`src/rtl/lcd_ctrl.sv`:
```
// lcd_ctrl: turns toggle-flagged writes to the io_lcd word into HD44780 8-bit write cycles.
// Latency: RS/DATA drive the edge after acceptance; EN rises SETUP_CYC later for EN_CYC clocks;
//          busy_o clears SETUP+EN+HOLD+wait clocks after acceptance (wait = CLR_CYC for clear/home).
// Backpressure: none on the source; toggles seen while busy stay pending, an even count cancels out.
//
// Ports:
//   clk_i, rst_i       clock and synchronous active-high reset
//   io_lcd[31]         display power, mirrored to lcd_on_o one clock later
//   io_lcd[30]         request toggle (differs from last accepted value => request pending)
//   io_lcd[8], [7:0]   RS and data byte, sampled at acceptance
//   lcd_data_o, lcd_rs_o, lcd_rw_o, lcd_en_o, lcd_on_o   LCD pins (rw tied low)
//   busy_o             high whenever the FSM is not in IDLE
//
// Optional build macro LCD_INIT_EN: after reset wait PWRUP_CYC clocks, then issue the
// controller init sequence 0x38,0x38,0x38,0x0C,0x01,0x06 before accepting software writes.

module lcd_ctrl #(
    parameter int SETUP_CYC = 4,
    parameter int EN_CYC    = 12,
    parameter int HOLD_CYC  = 4,
    parameter int EXEC_CYC  = 2000,
    parameter int CLR_CYC   = 82000,
    parameter int PWRUP_CYC = 750000
) (
    input  logic        clk_i,
    input  logic        rst_i,
    input  logic [31:0] io_lcd,
    output logic [7:0]  lcd_data_o,
    output logic        lcd_rs_o,
    output logic        lcd_rw_o,
    output logic        lcd_en_o,
    output logic        lcd_on_o,
    output logic        busy_o
);

    function automatic int max2(input int a, input int b);
        return (a > b) ? a : b;
    endfunction

    localparam int MAX_P = max2(max2(max2(SETUP_CYC, EN_CYC), max2(HOLD_CYC, EXEC_CYC)),
                                max2(CLR_CYC, PWRUP_CYC));
    localparam int CNT_W = $clog2(MAX_P) + 1;

    localparam logic [CNT_W-1:0] SETUP_LD = CNT_W'(SETUP_CYC - 1);
    localparam logic [CNT_W-1:0] EN_LD    = CNT_W'(EN_CYC - 1);
    localparam logic [CNT_W-1:0] HOLD_LD  = CNT_W'(HOLD_CYC - 1);
    localparam logic [CNT_W-1:0] EXEC_LD  = CNT_W'(EXEC_CYC - 1);
    localparam logic [CNT_W-1:0] CLR_LD   = CNT_W'(CLR_CYC - 1);
    localparam logic [CNT_W-1:0] CNT_ONE  = CNT_W'(1);

    // INIT names the init-command dispatch; it never holds a clock because PWRUP
    // and EXEC load the next init command straight into SETUP.
    typedef enum logic [2:0] {
        PWRUP = 3'd0,
        INIT  = 3'd1,
        IDLE  = 3'd2,
        SETUP = 3'd3,
        PULSE = 3'd4,
        HOLD  = 3'd5,
        EXEC  = 3'd6
    } state_t;

    state_t           state;
    logic [CNT_W-1:0] cnt;
    logic             tog_q;
    logic             long_wait;
    logic             unused_bits;

`ifdef LCD_INIT_EN
    localparam logic [CNT_W-1:0] PWRUP_LD = CNT_W'(PWRUP_CYC - 1);
    localparam logic [2:0]       INIT_LEN = 3'd6;

    logic [2:0] init_idx;   // index of the next init command to issue

    function automatic logic [7:0] init_cmd(input logic [2:0] idx);
        logic [7:0] cmd;
        case (idx)
            3'd0, 3'd1, 3'd2: cmd = 8'h38;  // function set: 8-bit, 2 lines, 5x8
            3'd3:             cmd = 8'h0C;  // display on, cursor off
            3'd4:             cmd = 8'h01;  // clear
            3'd5:             cmd = 8'h06;  // entry mode: increment, no shift
            default:          cmd = 8'h00;
        endcase
        return cmd;
    endfunction
`endif

    assign lcd_rw_o    = 1'b0;
    assign unused_bits = ^io_lcd[29:9];

    // Clear (0x01) and return-home (0x02/0x03) need the long execution wait.
    assign long_wait = !lcd_rs_o && (lcd_data_o[7:2] == 6'd0) && (lcd_data_o != 8'd0);

    always_ff @(posedge clk_i) begin
        if (rst_i) begin
            lcd_data_o <= 8'h00;
            lcd_rs_o   <= 1'b0;
            lcd_en_o   <= 1'b0;
            lcd_on_o   <= 1'b0;
            tog_q      <= 1'b0;
`ifdef LCD_INIT_EN
            state      <= PWRUP;
            cnt        <= PWRUP_LD;
            busy_o     <= 1'b1;
            init_idx   <= 3'd0;
`else
            state      <= IDLE;
            cnt        <= '0;
            busy_o     <= 1'b0;
`endif
        end else begin
            lcd_on_o <= io_lcd[31];

            case (state)
`ifdef LCD_INIT_EN
                PWRUP: begin
                    if (cnt != '0) begin
                        cnt <= cnt - CNT_ONE;
                    end else begin
                        lcd_rs_o   <= 1'b0;
                        lcd_data_o <= init_cmd(3'd0);
                        init_idx   <= 3'd1;
                        cnt        <= SETUP_LD;
                        state      <= SETUP;
                    end
                end
`endif
                IDLE: begin
                    if (io_lcd[30] != tog_q) begin
                        tog_q      <= io_lcd[30];
                        lcd_rs_o   <= io_lcd[8];
                        lcd_data_o <= io_lcd[7:0];
                        cnt        <= SETUP_LD;
                        busy_o     <= 1'b1;
                        state      <= SETUP;
                    end
                end

                SETUP: begin
                    if (cnt != '0) begin
                        cnt <= cnt - CNT_ONE;
                    end else begin
                        lcd_en_o <= 1'b1;
                        cnt      <= EN_LD;
                        state    <= PULSE;
                    end
                end

                PULSE: begin
                    if (cnt != '0) begin
                        cnt <= cnt - CNT_ONE;
                    end else begin
                        lcd_en_o <= 1'b0;
                        cnt      <= HOLD_LD;
                        state    <= HOLD;
                    end
                end

                HOLD: begin
                    if (cnt != '0) begin
                        cnt <= cnt - CNT_ONE;
                    end else begin
                        cnt   <= long_wait ? CLR_LD : EXEC_LD;
                        state <= EXEC;
                    end
                end

                EXEC: begin
                    if (cnt != '0) begin
                        cnt <= cnt - CNT_ONE;
                    end
`ifdef LCD_INIT_EN
                    else if (init_idx != INIT_LEN) begin
                        lcd_rs_o   <= 1'b0;
                        lcd_data_o <= init_cmd(init_idx);
                        init_idx   <= init_idx + 3'd1;
                        cnt        <= SETUP_LD;
                        state      <= SETUP;
                    end
`endif
                    else begin
                        busy_o <= 1'b0;
                        state  <= IDLE;
                    end
                end

                default: begin
                    lcd_en_o <= 1'b0;
                    busy_o   <= 1'b0;
                    cnt      <= '0;
                    state    <= IDLE;
                end
            endcase
        end
    end

endmodule
```
`config.mk`:
```
export PLATFORM = sky130hd
export DESIGN_NAME = lcd_ctrl
export DESIGN_NICKNAME = d
export VERILOG_FILES = /design/src/rtl/lcd_ctrl.sv
export SDC_FILE = /design/constraint.sdc
export NUM_CORES = 1
export LEC_CHECK = 0
export CORE_MARGIN = 2
export CORE_UTILIZATION = 30
export CTS_BUF_LIST = sky130_fd_sc_hd__clkbuf_2
export CTS_CLUSTER_SIZE = 8
export DETAILED_ROUTE_END_ITERATION = 8
export GPL_ROUTABILITY_DRIVEN = 0
export PLACE_DENSITY_LB_ADDON = 0.2
export SLEW_MARGIN = 20
export SYNTH_ARGS = -nofsm -noshare
export SYNTH_HDL_FRONTEND = slang
export SYNTH_SLANG_ARGS = --single-unit
export TNS_END_PERCENT = 30
```
`constraint.sdc`:
```
create_clock -name clk_i -period 2.3 [get_ports clk_i]
set_input_delay 0.345 -clock clk_i [delete_from_list [all_inputs] [get_ports clk_i]]
set_output_delay 0.345 -clock clk_i [all_outputs]
set_load 0.02 [all_outputs]
```
---- Yosys cells after proc, flatten, opt, wreduce, memory -nomap -nowiden ----
Cells that the tools add are included.
storage, ports and cells
  bits in registers ....................... 37
  bits in latches ......................... 0
  output and inout bits ................... 13
  bits of input ports ..................... 34
  bits in read-only memories .............. 0
  memory bits (writable) .................. 0
  logic and storage cells ................. 54
  memories ................................ 0
cells by class
  bitwise operators ....................... 2
  multiplexer cells ....................... 18
  divide/modulo/power cells ............... 0
  multiply operators ...................... 0
  add/subtract/negate cells ............... 1
  order comparisons ....................... 0
  reductions and logical operators ........ 13
  eq/ne operators ......................... 12
  shift operators ......................... 0
operators by type and width
  cell                                                                   number
  21-bit 2-to-1 mux                                                      5
  21-bit one-hot mux with 5 select lines                                 1
  21-bit nonzero test                                                    1
  21-bit by 1-bit subtractor with 21-bit output, second input constant   1
  17-bit 2-to-1 mux                                                      1
  3-bit 2-to-1 mux                                                       5
  3-bit one-hot mux with 5 select lines                                  1
  2-bit inequality test, second input constant                           6
  3-bit equality test, second input constant                             3
  8-bit nonzero test                                                     1
  3-bit by 2-bit equality test with 1-bit output, second input constant  2
  6-bit zero test                                                        1
  1-bit one-hot mux with 3 select lines                                  2
  3-bit AND reduction                                                    2
  3-bit OR reduction                                                     2
  5-bit AND reduction                                                    1
  2-bit AND reduction                                                    2
  1-bit 2-to-1 mux                                                       3
  1-bit logical AND                                                      2
  1-bit NOT                                                              2
  1-bit zero test                                                        1
  1-bit inequality test                                                  1

---- Depth between registers and ports, before layout ----
Gate-level depths: netlist of the first run.
  depth in word-level cells ............... 6
  gate-level depth with buffers ........... 9
  mapped depth without buffers ............ 7

---- Least setup slack after synthesis of the first run ----
Ideal clock, no wire load.
  path type ............................... register to register
  start point ............................. reg cnt[0]
  end point ............................... reg cnt[20]
  period minus slack after synthesis ...... 2008 ps
  arrival time ............................ 1938 ps
  stages on the path, launching flop included .. 7
  path slack .............................. 292 ps
  library setup time ...................... 70 ps
  buffers on the path ..................... 0
  data required time ...................... 2230 ps
  path through ............................ dfxtp_1 > inv_1 > ha_1 > or3b_1 > or3_4 > or4_1 > a21oi_1
on the way
  cells in the longest elaborated chain, start to end .. 3
  elaborated cells between the ends (all ways) .. 9
  those cells by class .................... 1 x add/sub; 1 x eq/ne; 5 x mux; 2 x reduce/logical
ends and longest elaborated chain
  item                                                                                  line  source
  start, declared                                                                       64    logic [CNT_W-1:0] cnt;
  start signal, assigned                                                                141   cnt <= cnt - CNT_ONE;
  start signal, assigned                                                                151   cnt <= cnt - CNT_ONE;
  start signal, assigned                                                                161   cnt <= cnt - CNT_ONE;
  21-bit by 1-bit subtractor with 21-bit output or 21-bit nonzero test (tied branches)  n/a
  21-bit 2-to-1 mux, or another cell as far along                                       169   if (cnt != '0) begin
  21-bit one-hot mux with 5 select lines or 2-bit AND reduction (tied branches)         n/a
Several ways; a longest one is shown, not always the timed one. The select of a mux whose other input is x is not followed.
A chain may end at the register's enable or synchronous reset.

---- Final worst setup path of the first run ----
  start point ............................. reg cnt[1]
  end point ............................... reg cnt[16]
Same word-level chain as after synthesis.

==> results.sh, run 1 <==
export IMPL_status="finished clean"
export IMPL_ys_ff_latch=37
export IMPL_cp_end_kind="flop"
export IMPL_worstSkewPairLatency_ns=0.40
export IMPL_synth_compound_area_frac=0.3145
export IMPL_clk_pin_slew_ns=0.19
export IMPL_dp_hpwl_mm=4.355
export IMPL_placementRows=30
export IMPL_start_kind="flop"
export IMPL_required_ns=2.65
export IMPL_synth_edf_count=0
export IMPL_r2r_cells=8
export IMPL_grt_setup_unrepaired="false"
export IMPL_path_cells="inv_1 > ha_1 > nor3b_1 > nand4_2 > buf_4 > o32a_1 > nor2_2 > a221o_1"
export IMPL_cts_buffers=5
export IMPL_r2r_slack_ns=0.14
export IMPL_die_w_um=88.55
export IMPL_setup_viol=0
export IMPL_cts_tree="built"
export IMPL_nNetsFinal=345
export IMPL_layout_common_cells="37 x dfxtp_1, 32 x buf_4, 30 x a21oi_1"
export IMPL_syn2layout_area_growth_pct=28.18
export IMPL_cp_startpoint="cnt[1]"
export IMPL_htree_levels=2
export IMPL_avgViaCountPerCell=5.510
export IMPL_slew_violations=0
export IMPL_synth_area_sq_um=2145
export IMPL_cts_root_buf="clkbuf_2"
export IMPL_worstMarginPinSlew_ns=0.6271
export IMPL_drt_wl_total_mm=5.906
export IMPL_crit_end="cnt[16]"
export IMPL_design_die_area_sq_um=7841
export IMPL_synth_distinct_cells=61
export IMPL_r2r_end="cnt[16]"
export IMPL_maxCapViolCount=0
export IMPL_yosysSeqAreaShare=0.3454
export IMPL_diodes=0
export IMPL_fmax_mhz=463.5
export IMPL_ctsHoldBuffers=0
export IMPL_firstDrtPassIters=5
export IMPL_finClkSkew_ns=0.02303
export IMPL_post_route_min_period_ns=2.158
export IMPL_worstSetupPathType="reg -> reg"
export IMPL_hold_viol=0
export IMPL_final_antenna_net_count=0
export IMPL_hold_depth=2
export IMPL_hold_class="reg -> reg"
export IMPL_initial_core_util=0.3122
export IMPL_muxShareOfSynthArea=0
export IMPL_async_flop_share=0
export IMPL_grt_pass1_wl_mm=9.936
export IMPL_arrival_ns=2.51
export IMPL_vias=2237
export IMPL_ys_warn_count=0
export IMPL_hold_start="lcd_data_o[0]"
export IMPL_layout_commonest_cell="dfxtp_1"
export IMPL_antenna_found_initial=0
export IMPL_max_stage_delay_ns=0.45
export IMPL_grt_max_degree=35
export IMPL_cp_max_fo=9
export IMPL_synthCells=264
export IMPL_synthAdderAreaFrac=0.01167
export IMPL_synth_simple_area_share=0.2660
export IMPL_clock_sinks=37
export IMPL_routedWlPerCell_um=14.55
export IMPL_avgSynthCellArea_sq_um=8.123
export IMPL_slew_headroom=0.5819
export IMPL_synth_top_family_by_area="compound AO/OA/AOI/OAI gates"
export IMPL_io_buffers=24
export IMPL_synth_nets=300
export IMPL_coreArea_sq_um=6869
export IMPL_grt_pass1_vias=2064
export IMPL_grt_usage=0.1623
export IMPL_cts_buffer_depth=2
export IMPL_drive_gt1_frac=0.1710
export IMPL_finalCritPeriodShare=0.9381
export IMPL_synth_xor_area_frac=0.008168
export IMPL_ios=47
export IMPL_regToRegStartpoint="cnt[1]"
export IMPL_drc_errors=0
export IMPL_crit_path_top_delay_cell="o32a_1"
export IMPL_dp_worst_setup_slack_ns=0.05971
export IMPL_finalWorstSetupSlack_ns=0.1423
export IMPL_die_h_um=88.55
export IMPL_setup_tns_ns=0
export IMPL_drt_iter0_drc=114
export IMPL_grt_overflow_total=0
export IMPL_ys_flop_type="dfxtp_1"
==> sequential cells by signal, summed over array words and instances (netlist names) <==
name	count
busy_o	1
cnt	21
lcd_data_o	8
lcd_en_o	1
lcd_on_o	1
lcd_rs_o	1
state	3
tog_q	1
==> critical path, delay by kind of cell, from the launching register on <==
kind                       cells  cell delay [ns]
adders and majority gates      1             0.13
DFF                            1             0.35
buffers and inverters          2             0.30
AOI/OAI and AO/OA              2             0.62
and+or+nand+nor                3             0.72
==> cells by family (layout without fill, tap and decap cells) <==
group | after synthesis | count (layout)
AO/OA/AOI/OAI | 97 | 97
XOR/XNOR | 2 | 2
adder cells (fa/ha/maj) | 2 | 2
buffers and inverters | 26 | 72
flip-flops | 37 | 37
other | 1 | 1
AND/OR/NAND/NOR | 99 | 99
==> cells in the mapped netlist (2+ instances only) <==
cell,n,share of area
dfxtp_1,37,0.35
o211ai_1,2,0.0070
nand3b_1,3,0.011
nor2b_1,2,0.0058
a221o_1,2,0.0093
a21oi_1,30,0.070
a32o_1,2,0.0093
a31oi_1,8,0.023
or4_1,7,0.025
a21o_1,4,0.014
a21boi_0,3,0.011
o31ai_1,7,0.025
nor3_1,10,0.023
a311o_1,2,0.0093
nor3b_1,2,0.0070
and3_1,2,0.0058
nor2_1,9,0.016
nand2_1,26,0.046
buf_2,3,0.0070
or3_1,4,0.012
o31a_1,2,0.0082
nand3_1,15,0.035
nand4_1,3,0.0088
inv_1,7,0.012
o21ai_0,11,0.026
a211oi_1,6,0.021
nor4_1,5,0.015
ha_1,2,0.012
clkbuf_1,13,0.023
o311ai_0,2,0.0082
a311oi_1,3,0.012
==> routing by layer <==
metal	global-route usage	vias up	part of all wire	wire length, um
li1	-	1110	-	-
met1	0.2176	1031	0.46	2733
met2	0.2570	85	0.45	2634
met3	0.04104	11	0.077	457
met4	0.05096	0	0.014	80
met5	0	-	0	0
==> layout make-up <==
class	instances	area [sq um]
Timing Repair Buffer	57	500.5
Multi-Input combinational cell	201	1295
Inverter	7	26.28
Sequential cell	37	740.7
Clock inverter	3	41.29
Clock buffer	5	25.02
Tap cell	96	120.1
Fill cell	725	4120
==> metrics by stage <==
| step | hold WS, ns | instances | cell area, sq um | utilization |
|---|---|---|---|---|
| after floorplan | 0.4481 | 264 | 2145 | - |
| after CTS | 0.4637 | 406 | 2745 | 0.3996 |
| after global placement | 0.4605 | 398 | 2679 | 0.3900 |
| after detailed placement | 0.4590 | 398 | 2679 | 0.3900 |
| final | 0.4829 | 406 | 2749 | 0.4002 |
| after global routing | 0.4632 | 406 | 2749 | 0.4002 |
==> worst min path at each step <==
stage | end | slack [ns]
finish | lcd_data_o[0] | 0.48
global placement | tog_q | 0.46
detailed placement | lcd_data_o[0] | 0.46
floorplan | tog_q | 0.45
global route | lcd_data_o[2] | 0.46
CTS | lcd_data_o[0] | 0.46
==> repair_timing <==
item / 4_1_cts / 5_1_grt
endpoints found under the setup margin: 0 / 9
setup buffers: 0 / 0
resized for setup: 0 / 2
Power of run 1 is not shown: default switching activity piles up to over one toggle a cycle in this logic, so the estimate is an artifact.
==> inputs of run 2 (changes only) <==
Settings changed: SLEW_MARGIN 20 to 10, TNS_END_PERCENT 30 to 5.
==> results of run 2 <==
Final layout, timing and power as in run 1 (identical DEF).
Power of run 2 is left out for the same reason.
==> inputs of run 3 (changes only) <==
Settings changed: CORE_UTILIZATION 30 to 52, PLACE_DENSITY set to 0.84, PLACE_DENSITY_LB_ADDON 0.2 to unset.
==> results.sh, run 3 (same netlist as run 1, synthesis figures left out) <==
export IMPL_status="finished clean"
export IMPL_ios=47
export IMPL_antenna_found_initial=0
export IMPL_hold_viol=0
export IMPL_grt_setup_unrepaired="false"
export IMPL_fillers=346
export IMPL_hold_class="in -> reg"
export IMPL_drt_wl_total_mm=5.665
export IMPL_cts_root_buf="clkbuf_2"
export IMPL_htree_levels=2
export IMPL_r2r_cells=9
export IMPL_die_h_um=68.22
export IMPL_drc_errors=0
export IMPL_worstSetupPathType="reg -> reg"
export IMPL_required_ns=2.59
export IMPL_cts_buffers=5
export IMPL_drt_iter0_drc=229
export IMPL_cp_startpoint="cnt[0]"
export IMPL_arrival_ns=2.43
export IMPL_crit_end="cnt[5]"
export IMPL_layout_commonest_cell="dfxtp_1"
export IMPL_nNetsFinal=339
export IMPL_maxCapViolCount=0
export IMPL_finClkSkew_ns=0.01226
export IMPL_design_die_area_sq_um=4654
export IMPL_multi_input_area_sq_um=1299
export IMPL_dp_hpwl_mm=4.186
export IMPL_slew_headroom=0.6391
export IMPL_routedWlPerCell_um=16.05
export IMPL_start_kind="flop"
export IMPL_utilization=0.6560
export IMPL_cts_buffer_depth=2
export IMPL_regToRegStartpoint="cnt[0]"
export IMPL_io_buffers=24
export IMPL_diodes=0
export IMPL_cts_tree="built"
export IMPL_clock_sinks=37
export IMPL_worstSkewPairLatency_ns=0.39
export IMPL_clk_pin_slew_ns=0.19
export IMPL_worstMarginPinSlew_ns=0.5413
export IMPL_post_route_min_period_ns=2.143
export IMPL_cp_max_fo=8
export IMPL_avgViaCountPerCell=6.295
export IMPL_placementRows=23
export IMPL_layout_common_cells="37 x dfxtp_1, 30 x a21oi_1, 27 x buf_4"
export IMPL_r2r_slack_ns=0.16
export IMPL_die_w_um=68.22
export IMPL_top_register="cnt"
export IMPL_vias=2222
export IMPL_cp_end_kind="flop"
export IMPL_seqCellArea_sq_um=740.7
export IMPL_finalCritPeriodShare=0.9318
export IMPL_firstDrtPassIters=4
export IMPL_cts_setup_buffers=0
export IMPL_fmax_mhz=466.6
export IMPL_final_antenna_net_count=0
export IMPL_reg_top3="cnt: 21 flops, lcd_data_o: 8 flops, state: 3 flops"
export IMPL_slew_violations=0
export IMPL_setup_viol=0
export IMPL_drive_gt1_frac=0.1518
export IMPL_largest_reg_flops=21
export IMPL_coreArea_sq_um=3971
export IMPL_r2r_end="cnt[5]"
export IMPL_ctsHoldBuffers=0
export IMPL_grt_pass1_wl_mm=9.660
export IMPL_grt_overflow_total=0
export IMPL_syn2layout_area_growth_pct=21.47
export IMPL_initial_core_util=0.5400
export IMPL_cts_resized=0
export IMPL_grt_pass1_vias=2066
export IMPL_setup_tns_ns=0
export IMPL_grt_usage=0.2741
export IMPL_grt_max_degree=16
-- run 3: how the worst min path moves through the flow --
stage | startpoint | to | depth (start not counted) | slack [ns]
after CTS | io_lcd[0] | lcd_data_o[0] | 3 | 0.47
after global placement | tog_q | tog_q | 2 | 0.46
after global routing | io_lcd[31] | lcd_on_o | 2 | 0.46
after floorplan | tog_q | tog_q | 2 | 0.45
after detailed placement | tog_q | tog_q | 2 | 0.46
final | io_lcd[7] | lcd_data_o[7] | 3 | 0.49
-- run 3: worst max-delay path, cell delays in order (launching register included) --
cell	delay (ns)
dfxtp_1	0.35
inv_1	0.10
ha_1	0.15
nor3b_2	0.25
nand4_2	0.21
buf_4	0.23
o211ai_1	0.31
a41o_1	0.26
buf_4	0.14
a21oi_1	0.04
-- run 3: area by class of cell --
| class | count | share of cell area |
|---|---|---|
| multi-input cells | 201 | 0.4986 |
| flip-flops and latches | 37 | 0.2843 |
| repair buffers | 51 | 0.1700 |
| well taps | 50 | 0.02402 |
| clock buffers | 6 | 0.01153 |
| inverters | 7 | 0.01009 |
| clock inverters | 1 | 0.001441 |
-- run 3: routing by layer --
layer,GRT usage,vias to the layer above,wire length [um],part of all wire
met2,0.4527,80,2629,0.46
li1,-,1098,-,-
met1,0.3569,1032,2595,0.46
met3,0.05428,12,325,0.057
met4,0.09000,0,115,0.020
met5,0,-,0,0
-- run 3: through the flow --
| step | hold slack, ns | std cells | instance area, sq um | setup slack (ns) |
|---|---|---|---|---|
| floorplan | 0.4481 | 264 | 2145 | 0.2924 |
| global placement | 0.4556 | 346 | 2564 | 0.08091 |
| detailed placement | 0.4636 | 346 | 2564 | 0.03487 |
| CTS | 0.4727 | 353 | 2597 | 0.04385 |
| global route | 0.4638 | 353 | 2605 | 0.03946 |
| finish | 0.4852 | 353 | 2605 | 0.1568 |
Power of run 3 is left out for the same reason.
